**src/rtl/serial_word_loader_pkg.sv**
```systemverilog
// Shared word width and FSM state encoding for the serial word loader.
package serial_word_loader_pkg;

  localparam int WORD_WIDTH = 16;

  typedef enum logic [2:0] {
    S_IDLE  = 3'd0,
    S_SHIFT = 3'd1,
    S_PAR   = 3'd2,
    S_LOAD  = 3'd3,
    S_ERR   = 3'd4
  } state_t;

endpackage

```
**src/rtl/serial_word_loader_shift16.sv**
```systemverilog
// LSB-first shift register with a running even-parity XOR of the bits shifted in.
module ser_shift16
  import serial_word_loader_pkg::*;
#(
  parameter int WIDTH = WORD_WIDTH
) (
  input  logic             clk,
  input  logic             reset,
  input  logic             shift_en,
  input  logic             first,
  input  logic             bit_in,
  output logic [WIDTH-1:0] data,
  output logic             parity
);

  // New bits enter at the MSB so that after WIDTH shifts bit 0 sits at the LSB.
  always_ff @(posedge clk) begin
    if (reset) begin
      data   <= '0;
      parity <= 1'b0;
    end else if (shift_en) begin
      data   <= {bit_in, data[WIDTH-1:1]};
      parity <= first ? bit_in : (parity ^ bit_in);
    end
  end

endmodule

```
**src/rtl/serial_word_loader.sv**
```systemverilog
// Bit-serial to parallel word loader with valid/ready input, even-parity check and load strobe.
module serial_word_loader
  import serial_word_loader_pkg::*;
#(
  parameter int WIDTH     = WORD_WIDTH,
  parameter bit PARITY_EN = 1'b1
) (
  input  logic             clk,
  input  logic             reset,
  input  logic             ser_valid,
  input  logic             ser_data,
  output logic             ser_ready,
  output logic [WIDTH-1:0] word_out,
  output logic             load,
  output logic             busy,
  output logic             parity_err
);

  localparam int CNT_W = $clog2(WIDTH + 1);

  state_t             state;
  logic [CNT_W-1:0]   cnt;
  logic               accept;
  logic               shift_en;
  logic [WIDTH-1:0]   shift_data;
  logic               shift_par;

  assign accept   = ser_valid && ser_ready;
  assign shift_en = accept && ((state == S_IDLE) || (state == S_SHIFT));

  ser_shift16 #(.WIDTH(WIDTH)) u_shift (
    .clk     (clk),
    .reset   (reset),
    .shift_en(shift_en),
    .first   (state == S_IDLE),
    .bit_in  (ser_data),
    .data    (shift_data),
    .parity  (shift_par)
  );

  always_ff @(posedge clk) begin
    if (reset) begin
      state      <= S_IDLE;
      cnt        <= '0;
      word_out   <= '0;
      load       <= 1'b0;
      parity_err <= 1'b0;
      busy       <= 1'b0;
      ser_ready  <= 1'b1;
    end else begin
      load       <= 1'b0;
      parity_err <= 1'b0;
      case (state)
        S_IDLE: begin
          if (accept) begin
            cnt   <= CNT_W'(1);
            busy  <= 1'b1;
            state <= S_SHIFT;
          end
        end
        S_SHIFT: begin
          if (accept) begin
            cnt <= cnt + CNT_W'(1);
            if (cnt == CNT_W'(WIDTH - 1)) begin
              if (PARITY_EN) begin
                state <= S_PAR;
              end else begin
                // The last data bit is still in flight into the shifter, so assemble it here.
                word_out  <= {ser_data, shift_data[WIDTH-1:1]};
                load      <= 1'b1;
                busy      <= 1'b0;
                ser_ready <= 1'b0;
                state     <= S_LOAD;
              end
            end
          end
        end
        S_PAR: begin
          if (accept) begin
            busy      <= 1'b0;
            ser_ready <= 1'b0;
            if ((shift_par ^ ser_data) == 1'b0) begin
              word_out <= shift_data;
              load     <= 1'b1;
              state    <= S_LOAD;
            end else begin
              parity_err <= 1'b1;
              state      <= S_ERR;
            end
          end
        end
        S_LOAD, S_ERR: begin
          cnt       <= '0;
          ser_ready <= 1'b1;
          state     <= S_IDLE;
        end
        default: begin
          cnt       <= '0;
          busy      <= 1'b0;
          ser_ready <= 1'b1;
          state     <= S_IDLE;
        end
      endcase
    end
  end

endmodule

```
**config.mk**
```make
export PLATFORM = sky130hd
export DESIGN_NAME = serial_word_loader
export DESIGN_NICKNAME = d
export VERILOG_FILES = /design/src/rtl/serial_word_loader_pkg.sv /design/src/rtl/serial_word_loader_shift16.sv /design/src/rtl/serial_word_loader.sv
export SDC_FILE = /design/constraint.sdc
export NUM_CORES = 1
export LEC_CHECK = 0
export CORE_MARGIN = 2
export CORE_UTILIZATION = 49
export DETAILED_ROUTE_END_ITERATION = 6
export PLACE_DENSITY_LB_ADDON = 0.3
export SLEW_MARGIN = 20
export SYNTH_ARGS = -nofsm -noshare
export SYNTH_HDL_FRONTEND = slang
export SYNTH_SLANG_ARGS = --single-unit
```
**constraint.sdc**
```tcl
create_clock -name clk -period 1.48 [get_ports clk]
set_input_delay 0.148 -clock clk [delete_from_list [all_inputs] [get_ports clk]]
set_output_delay 0.148 -clock clk [all_outputs]
set_load 0.02 [all_outputs]
```
==> qor.yml <==
clock_network:
  cts_buffers: 5
  cts_sinks: 45
  cts.htree.levels: 2
  clkLatencyLatePin_ps: 300
  clk_pin_slew_worst_paths_ps: 80
  clockBufferDepth: 2
  cts_tree: "done"
  cts_hold_buf: 0
  cts_root_buffer: "clkbuf_8"
cells_and_area:
  drive_above_1_share_pct: 26.0
  final_common_cell: "dfxtp_1"
  nets: 267
  multi_input_area_sq_mm: 0.00105
  antenna_cells: 0
  regArea_sq_um: 903
  final_util_pct: 65.3
  mostFrequentLayoutCells: "dfxtp_1 (43), a21oi_1 (37), nand2_1 (33), buf_4 (27), clkdlybuf4s50_1 (21)"
  area_growth_pct: 28.9
  fillers: 351
  final_cell_area_sq_mm: 0.00261
global_route:
  antenna_found_initial: 0
  grt_pass1_vias: 1549
  grt_use_total_pct: 20.9
  grt_pass1_wl_um: 7330
  grt_max_degree: 39
  gr-total-overflow: 0
floorplan:
  row_count: 23
  die-area_sq_mm: 0.00466
  coreArea_sq_mm: 0.00400
  die_y_um: 68.3
  initial_core_util_pct: 50.6
  boundaryPins: 24
  die-width_um: 68.3
routing:
  dr.pass1.iters: 4
  num_vias: 1797
  top_layer: "met4"
  routed_wl_um: 4530
  m1WireLength_um: 2210
  met3_length_um: 162
  wl_met2_um: 2090
  drt-initial-drc-count: 148
  vias_per_cell: 5.76
  post_drt_wl_per_cell_um: 14.5
  detail-route-antenna-nets: 0
  drcViolationCount: 0
power:
  p_per_area_mw_per_mm2: 1040
  power_frac_comb_pct: 23.1
  power.leakage_nw: 0.887
  cellInternalPower_mw: 1.88
  p_sw_uw: 828
  max-vdd-ir-drop_v: 0.000636
  p_clk_share_pct: 29.9
  seqPwrFrac_pct: 46.9
  total_power_mw: 2.71
  swShare_pct: 30.5
worst_hold_path:
  whs_endpoint: "word_out[10]"
  hp-class: "reg -> reg"
  min_path_cells: 2
  min_from: "word_out[10]"
synth:
  syn_nets: 230
  async_flop_share_pct: 0
  yosysTopAreaCell: "dfxtp_1"
  synth_top_area_share_pct: 44.5
  syn_area_sq_mm: 0.00203
  ys_warn_count: 0
  synth_seq_cells: 45
  synthTopCellsByArea: "dfxtp_1 (44%), a21oi_1 (9.4%), nand2_1 (6.1%)"
  synth_flop_cell: "dfxtp_1"
  synth.avg_cell_area_sq_um: 9.04
  synth_cell_types: 48
  yosysSeqAreaShare_pct: 44.5
  syn_inst: 224
  synth_edf_count: 0
sta:
  slew_violations: 0
  period_minus_slack_ps: 1440
  maxSlewHeadroom_pct: 60.6
  hold_viol: 0
  fmax_ghz: 0.697
  period_share_pct: 97.0
  rsz0062_at_grt: "yes"
  setup_viol: 0
  worstMarginPinSlew_ps: 590
  finClkSkew_ps: 7.36
setup_path:
  start_kind: "flop"
  crit_chain: "or3b_4 > or4_1 > o32ai_1"
  rrSetupSlack_ps: 40
  crit_fanout: 3
  crit_type: "reg -> reg"
  required_ps: 1680
  r2r_start: "state[0]"
  crit_path_max_incr_delay_ps: 420
  worst_setup_path_end_kind: "flop"
  r2r-end: "cnt[3]"
  cp_data_arrival_time_ps: 1640
  reg2reg_depth: 3
  critPathSlowestCell: "or3b_4"
run:
  cap_viol_max_count: 0
placed_design:
  placedInstanceArea_sq_mm: 0.00242
  routabilityCongestion: 0.882
  place_hpwl_um: 3010
  portBuffers: 23
run_status:
  outcome: "completed"
## per-layer routing
metal / vias to the layer above / track usage [%]
met5: - / 0
met4: 0 / 6.75
met3: 5 / 4.93
met2: 29 / 31.1
met1: 866 / 29.8
li1: 897 / -
## through the flow
step / setup TNS [ps] / instances / setup WS [ps] / hold slack, ps
after global routing: -50.3 / 312 / -21.0 / 495
after floorplan: 0 / 224 / 34.4 / 284
after CTS: 0 / 311 / 8.21 / 471
after global placement: -5940 / 303 / -343 / 449
final: 0 / 312 / 45.0 / 471
after detailed placement: -6910 / 303 / -407 / 457
## sequential cells by signal, indices dropped and copies added (netlist names)
register	cells
load	1
parity_err	1
word_out	16
u_shift.data	16
busy	1
cnt	5
ser_ready	1
state	3
u_shift.parity	1
## final cells by class
cell class	instances	share of cell area, %
inverter	6	0.862
timing repair buffer	52	18.2
clock inverter	2	0.527
tap	50	2.40
multi-input combinational	151	40.3
sequential	45	34.6
clock buffer	6	3.16
## critical path, delay by kind of cell (launching register included)
kind | cells | cell delay (ps)
simple gates | 2 | 840
flops | 1 | 360
compound gates | 1 | 150
## repair_timing
action,4_1_cts,5_1_grt
pin swaps,0,2
setup endpoints to repair,21,18
endpoints found under the hold margin,0,0
setup buffers,0,1
resized for setup,6,11
## cell families (layout without fill, tap and decap cells)
logic type / Yosys count / in the layout / share of synthesized area [%]
simple gates: 75 / 75 / 21.6
xor+xnor: 2 / 2 / 1.24
mux: 1 / 1 / 0.494
flops: 45 / 45 / 44.5
compound gates: 71 / 71 / 23.4
fa+ha+maj: 2 / 2 / 1.24
buf+inv: 28 / 66 / 7.54
## cell usage after synthesis, types with 2 or more instances
library cell,count
dfxtp_1,45
a21oi_1,38
nand2_1,33
nand4_1,16
o31ai_1,9
buf_2,8
clkbuf_1,7
o31ai_2,7
inv_1,6
buf_6,4
nand3_1,4
o21ai_0,4
a211o_2,2
a211oi_1,2
buf_4,2
ha_1,2
nand3b_1,2
nor4b_2,2
o32ai_1,2
## worst max-delay path by stage
stage               depth (start not counted)          end  startpoint  slack [ps]
global placement                            4  word_out[7]    ser_data        -340
detailed placement                          4  word_out[2]    ser_data        -410
floorplan                                   6  word_out[0]    state[2]          30
finish                                      3       cnt[3]    state[0]          40
CTS                                         6     state[0]      cnt[0]           8
global route                                5       cnt[1]    state[1]         -20
## power by group through the flow
stage	sequential (mW)	combinational, mW	clock, mW
2_1_floorplan	1.30	0.367	0
3_3_place_gp	1.29	0.569	0
3_5_place_dp	1.30	0.576	0
4_1_cts	1.27	0.591	0.828
5_1_grt	1.28	0.677	0.866
6_report	1.27	0.628	0.812
Power figures use the tool's default switching activity.
